[config.mk]
export PLATFORM = sky130hd
export DESIGN_NAME = we_word_packer
export DESIGN_NICKNAME = d
export VERILOG_FILES = /design/src/rtl/we_word_packer.sv
export SDC_FILE = /design/constraint.sdc
export NUM_CORES = 1
export LEC_CHECK = 0
export BUFFER_PORTS_ARGS = -buffer_cell sky130_fd_sc_hd__buf_2
export CORE_ASPECT_RATIO = 2
export CORE_MARGIN = 2
export CORE_UTILIZATION = 57
export CTS_BUF_LIST = sky130_fd_sc_hd__clkbuf_4 sky130_fd_sc_hd__clkbuf_8 sky130_fd_sc_hd__clkbuf_16
export CTS_CLUSTER_SIZE = 12
export DETAILED_ROUTE_END_ITERATION = 8
export GPL_TIMING_DRIVEN = 0
export PLACE_DENSITY = 0.84
export SYNTH_ARGS = -nofsm -noshare
export SYNTH_HDL_FRONTEND = slang
export SYNTH_SLANG_ARGS = --single-unit
[constraint.sdc]
create_clock -name clk -period 2.9 [get_ports clk]
set_input_delay 0.145 -clock clk [delete_from_list [all_inputs] [get_ports clk]]
set_output_delay 0.145 -clock clk [all_outputs]
set_load 0.03 [all_outputs]
[src/rtl/we_word_packer.sv]
// we_word_packer: packs a valid/ready byte stream little-endian into
// WORD_W-bit words and emits each one as a single-cycle wn strobe.
// A flush pushes out a partial word with its unfilled upper bytes zeroed.
module we_word_packer #(
    parameter  int BYTES  = 8,
    parameter  int BYTE_W = 8,
    localparam int WORD_W = BYTES * BYTE_W,
    localparam int CNT_W  = $clog2(BYTES + 1)
) (
    input  logic              clk,
    input  logic              reset,
    input  logic [BYTE_W-1:0] byte_in,
    input  logic              byte_valid,
    output logic              byte_ready,
    input  logic              flush,
    output logic              wn,
    output logic [WORD_W-1:0] word_out,
    output logic              partial,
    output logic [CNT_W-1:0]  byte_cnt
);

    typedef enum logic {
        S_FILL = 1'b0,
        S_EMIT = 1'b1
    } state_t;

    state_t             state_q, state_d;
    logic [WORD_W-1:0]  buf_q,   buf_d;
    logic [WORD_W-1:0]  word_q,  word_d;
    logic [CNT_W-1:0]   cnt_q,   cnt_d;
    logic               wn_q,    wn_d;
    logic               partial_q, partial_d;
    logic               accept;

    // Ready depends only on state and reset, so there is no path from byte_valid.
    assign byte_ready = !reset && (state_q == S_FILL);
    assign accept     = byte_valid && byte_ready;

    // Next-state logic: place accepted bytes, decide when a word is emitted.
    always_comb begin
        // NOTE: every variable gets a default first so no path leaves it unassigned (no latch).
        state_d   = state_q;
        buf_d     = buf_q;
        cnt_d     = cnt_q;
        word_d    = word_q;
        wn_d      = 1'b0;
        partial_d = 1'b0;

        unique case (state_q)
            S_FILL: begin
                // The k-th accepted byte lands in lane k.
                for (int k = 0; k < BYTES; k++) begin
                    if (accept && (cnt_q == CNT_W'(k))) begin
                        buf_d[k*BYTE_W +: BYTE_W] = byte_in;
                    end
                end
                cnt_d = cnt_q + CNT_W'(accept);

                if (cnt_d == CNT_W'(BYTES)) begin
                    // Full word, even if flush arrived with the completing byte.
                    state_d = S_EMIT;
                    wn_d    = 1'b1;
                    word_d  = buf_d;
                end else if (flush && (cnt_d != '0)) begin
                    // Unfilled lanes are already zero because the buffer clears on emit.
                    state_d   = S_EMIT;
                    wn_d      = 1'b1;
                    partial_d = 1'b1;
                    word_d    = buf_d;
                end
            end

            S_EMIT: begin
                // One-cycle emit: stall input, ignore flush, restart accumulation.
                state_d = S_FILL;
                buf_d   = '0;
                cnt_d   = '0;
            end

            default: begin
                state_d = S_FILL;
                buf_d   = '0;
                cnt_d   = '0;
            end
        endcase
    end

    // State and registered outputs, synchronously reset.
    always_ff @(posedge clk) begin
        if (reset) begin
            // NOTE: sequential state uses non-blocking assignments so all flops update together.
            state_q   <= S_FILL;
            buf_q     <= '0;
            word_q    <= '0;
            cnt_q     <= '0;
            wn_q      <= 1'b0;
            partial_q <= 1'b0;
        end else begin
            state_q   <= state_d;
            buf_q     <= buf_d;
            word_q    <= word_d;
            cnt_q     <= cnt_d;
            wn_q      <= wn_d;
            partial_q <= partial_d;
        end
    end

    assign wn       = wn_q;
    assign word_out = word_q;
    assign partial  = partial_q;
    assign byte_cnt = cnt_q;

endmodule

==> flow_summary.ini <==
[run_status]
status = finished clean

[clocking]
cts_tree = yes
cts_buffer_depth = 2
cts_inserted_buffers = 17
cts.sinks = 134
cts.clk_slew.worst_paths_ns = 0.06
cts-root-buf = clkbuf_16
worstSkewPairLatency_ns = 0.42
htree_levels = 4

[synthesis]
synth_cell_types = 33
synth-async-reset-ratio = 0
ys_seq_area_frac = 0.447
synth-edff-count = 0
ys_warn_count = 0
syn-num-nets = 614
synth_top_flop_cell = dfxtp_1
synthesis.instances = 600
synth.avg_cell_area_sq_um = 10.0
synthesis.area_sq_mm = 0.00601
ys_seq_elements = 134

[power]
vdd_drop_max_uv = 451
powerDensity_mw_per_mm2 = 651
p_comb_frac = 0.121
swShare = 0.249
power_frac_seq = 0.400
p_leak_nw = 3.59
p_switching_mw = 1.17
clkPwrFrac = 0.479
intPower_mw = 3.53

[final_layout]
area_delta_synth_final_pct = 20.3
final_common_cell = dfxtp_1
nets = 715
drive_gt1_frac = 0.203
nFillCells = 808
final_cell_mix = 134 x dfxtp_1, 98 x buf_2, 57 x and3_1
diodes = 0

[worst_setup_path]
arrival_ns = 3.01
required_ns = 3.24
start_kind = register
cp-end-kind = register
slowest_stage = dfxtp_1
regToRegStartpoint = state_q
critical-path-top-delay-family = simple AND/OR/NAND/NOR gates
cpPeakStageDelay_ns = 0.35
ff2ff_path_depth = 11
cp_max_fo = 16
r2r_setup_slack_ns = 0.23
cp_num_buf_inv = 3
crit_type = reg2reg
crit_path_cell_trace = or2_2 -> inv_4 -> and2_1 -> ha_1 -> ha_1 -> nor2_1 -> and2_1 -> a211o_1 -> buf_6 -> buf_6 -> mux2i_1
r2r_end = word_out[10]

[sta]
rsz0062_at_grt = no
finalCriticalPeriod_ns = 2.67
setup_viol = 0
clock_skew_ns = 0.00546
setup_ws_ns = 0.227
hold_violations = 0
fin_crit_sh = 0.922
slew_headroom = 0.529
fin_tns_setup_ns = 0
max_freq_mhz = 374
worst_pin_slew_ns = 0.706
drv_slew = 0

[detailed_routing]
drc = 0
ant_nets = 0
post_drt_wl_per_cell_microns = 17.7
drt_pass1_iterations = 4
viasPerCell = 5.72
vias = 4865
drt_iter0_drc = 190
drt-total-wl_microns = 15100

[worst_hold_path]
hold_path.class = in2reg
hold_path_depth = 3
hold-path-endpoint = buf_q[56]
hold_start = byte_in[0]

[global_routing]
grt_usage = 0.270
grt-busiest-layer = met2
met3_usage = 0.0581
grt_pass1_vias = 5064
grt_pass1_wl_microns = 24200
gr-usage-met1 = 0.265
grt_max_degree = 17
grt_overflow = 0
antenna_found_initial = 0
met2_usage = 0.505

[die]
die_h_microns = 149
row_count = 53
core_region_area_sq_mm = 0.0104
fp.dieW_microns = 76.6
initial_core_util = 0.577
io-pin-count = 83
die_area_sq_mm = 0.0114

[placed_design]
hpwl_microns = 10500
place_ws_ns = -0.0931
routabilityCongestion = 0.841
io_buffers = 82

[run]
drv_cap = 0
## layer usage
layer  part of all wire  vias to the layer above
met3              0.052                       47
li1                   -                     2320
met5                  0                        -
met4              0.044                        0
met2               0.55                      148
met1               0.35                     2350
## area by class of cell
class	instances	area, sq um	share of cell area
repair buffers	83	420	0.0582
clock buffers	21	480	0.0665
inverters	1	6.26	0.000866
multi-input cells	413	3050	0.422
plain buffers	51	268	0.0371
flip-flops and latches	134	2680	0.371
well taps	137	171	0.0237
clock inverters	11	148	0.0204
## worst register-to-register path: stages (launching register included)
cell and delay, ns:
dfxtp_1 0.35, or2_2 0.35, inv_4 0.16, and2_1 0.15, ha_1 0.17, ha_1 0.25
nor2_1 0.12, and2_1 0.16, a211o_1 0.22, buf_6 0.21, buf_6 0.20, mux2i_1 0.24
## kinds of logic (layout without fill, tap and decap cells)
family	count (synthesis)	in the layout	synth area share
XOR/XNOR	2	2	0.00292
AND/OR/NAND/NOR	151	151	0.160
AO/OA/AOI/OAI	194	194	0.232
multiplexers	64	64	0.108
adder cells (fa/ha/maj)	2	2	0.00417
buffers and inverters	53	167	0.0458
flip-flops	134	134	0.447
## worst max path at each step
stage,to,slack [ns],start,cells past startpoint
3_3_place_gp,word_out[61],-0.04,state_q,11
5_1_grt,word_out[10],0.10,state_q,11
2_1_floorplan,word_out[60],0.08,state_q,11
6_report,word_out[10],0.23,state_q,11
3_5_place_dp,word_out[12],-0.09,state_q,12
4_1_cts,word_out[10],0.15,state_q,11
## synthesized netlist by cell type, types with 2 or more instances
| cell type | count | share of area |
|---|---|---|
| dfxtp_1 | 134 | 0.45 |
| nor3b_2 | 3 | 0.0063 |
| a21boi_1 | 2 | 0.0025 |
| o21bai_1 | 56 | 0.070 |
| mux2i_1 | 56 | 0.093 |
| buf_2 | 16 | 0.013 |
| ha_1 | 2 | 0.0042 |
| o21a_1 | 56 | 0.070 |
| o21ai_1 | 8 | 0.0067 |
| and3_1 | 57 | 0.059 |
| a21boi_0 | 54 | 0.068 |
| nor2_1 | 5 | 0.0031 |
| nor2b_1 | 8 | 0.0083 |
| clkbuf_1 | 27 | 0.017 |
| nand3_1 | 9 | 0.0075 |
| and3b_1 | 3 | 0.0044 |
| mux2_1 | 8 | 0.015 |
| buf_6 | 7 | 0.013 |
| and2_1 | 4 | 0.0042 |
| nand2b_1 | 56 | 0.058 |
| a21oi_1 | 17 | 0.014 |
## timing repair
item	in CTS	in global routing
setup endpoints to repair	58	18
setup buffers	0	0
gates cloned	0	0
hold buffers	1	0
endpoints found under the hold margin	1	0
gates resized for setup	1	1
## power groups by stage
stage,Combinational [mW],Sequential [mW],Clock [mW]
2_1_floorplan,0.390,1.95,0
3_3_place_gp,0.547,1.92,0
3_5_place_dp,0.560,1.92,0
4_1_cts,0.564,1.88,2.27
5_1_grt,0.600,1.88,2.35
6_report,0.567,1.88,2.25
## through the flow
stage	area, sq um	power [mW]	std cells	utilization	hold WS (ns)
after CTS	7220	4.72	851	0.694	0.127
final	7220	4.70	851	0.694	0.140
after detailed placement	6590	2.48	819	0.633	0.414
after global placement	6590	2.47	819	0.633	0.393
after floorplan	6010	2.34	600	-	0.259
after global routing	7220	4.83	851	0.694	0.147
## sequential cells by signal, indices dropped and copies added (netlist names)
register and flops:
partial 1, byte_cnt 4, buf_q 64, word_out 64, state_q 1
No activity file was read; power rests on OpenSTA's default activity.
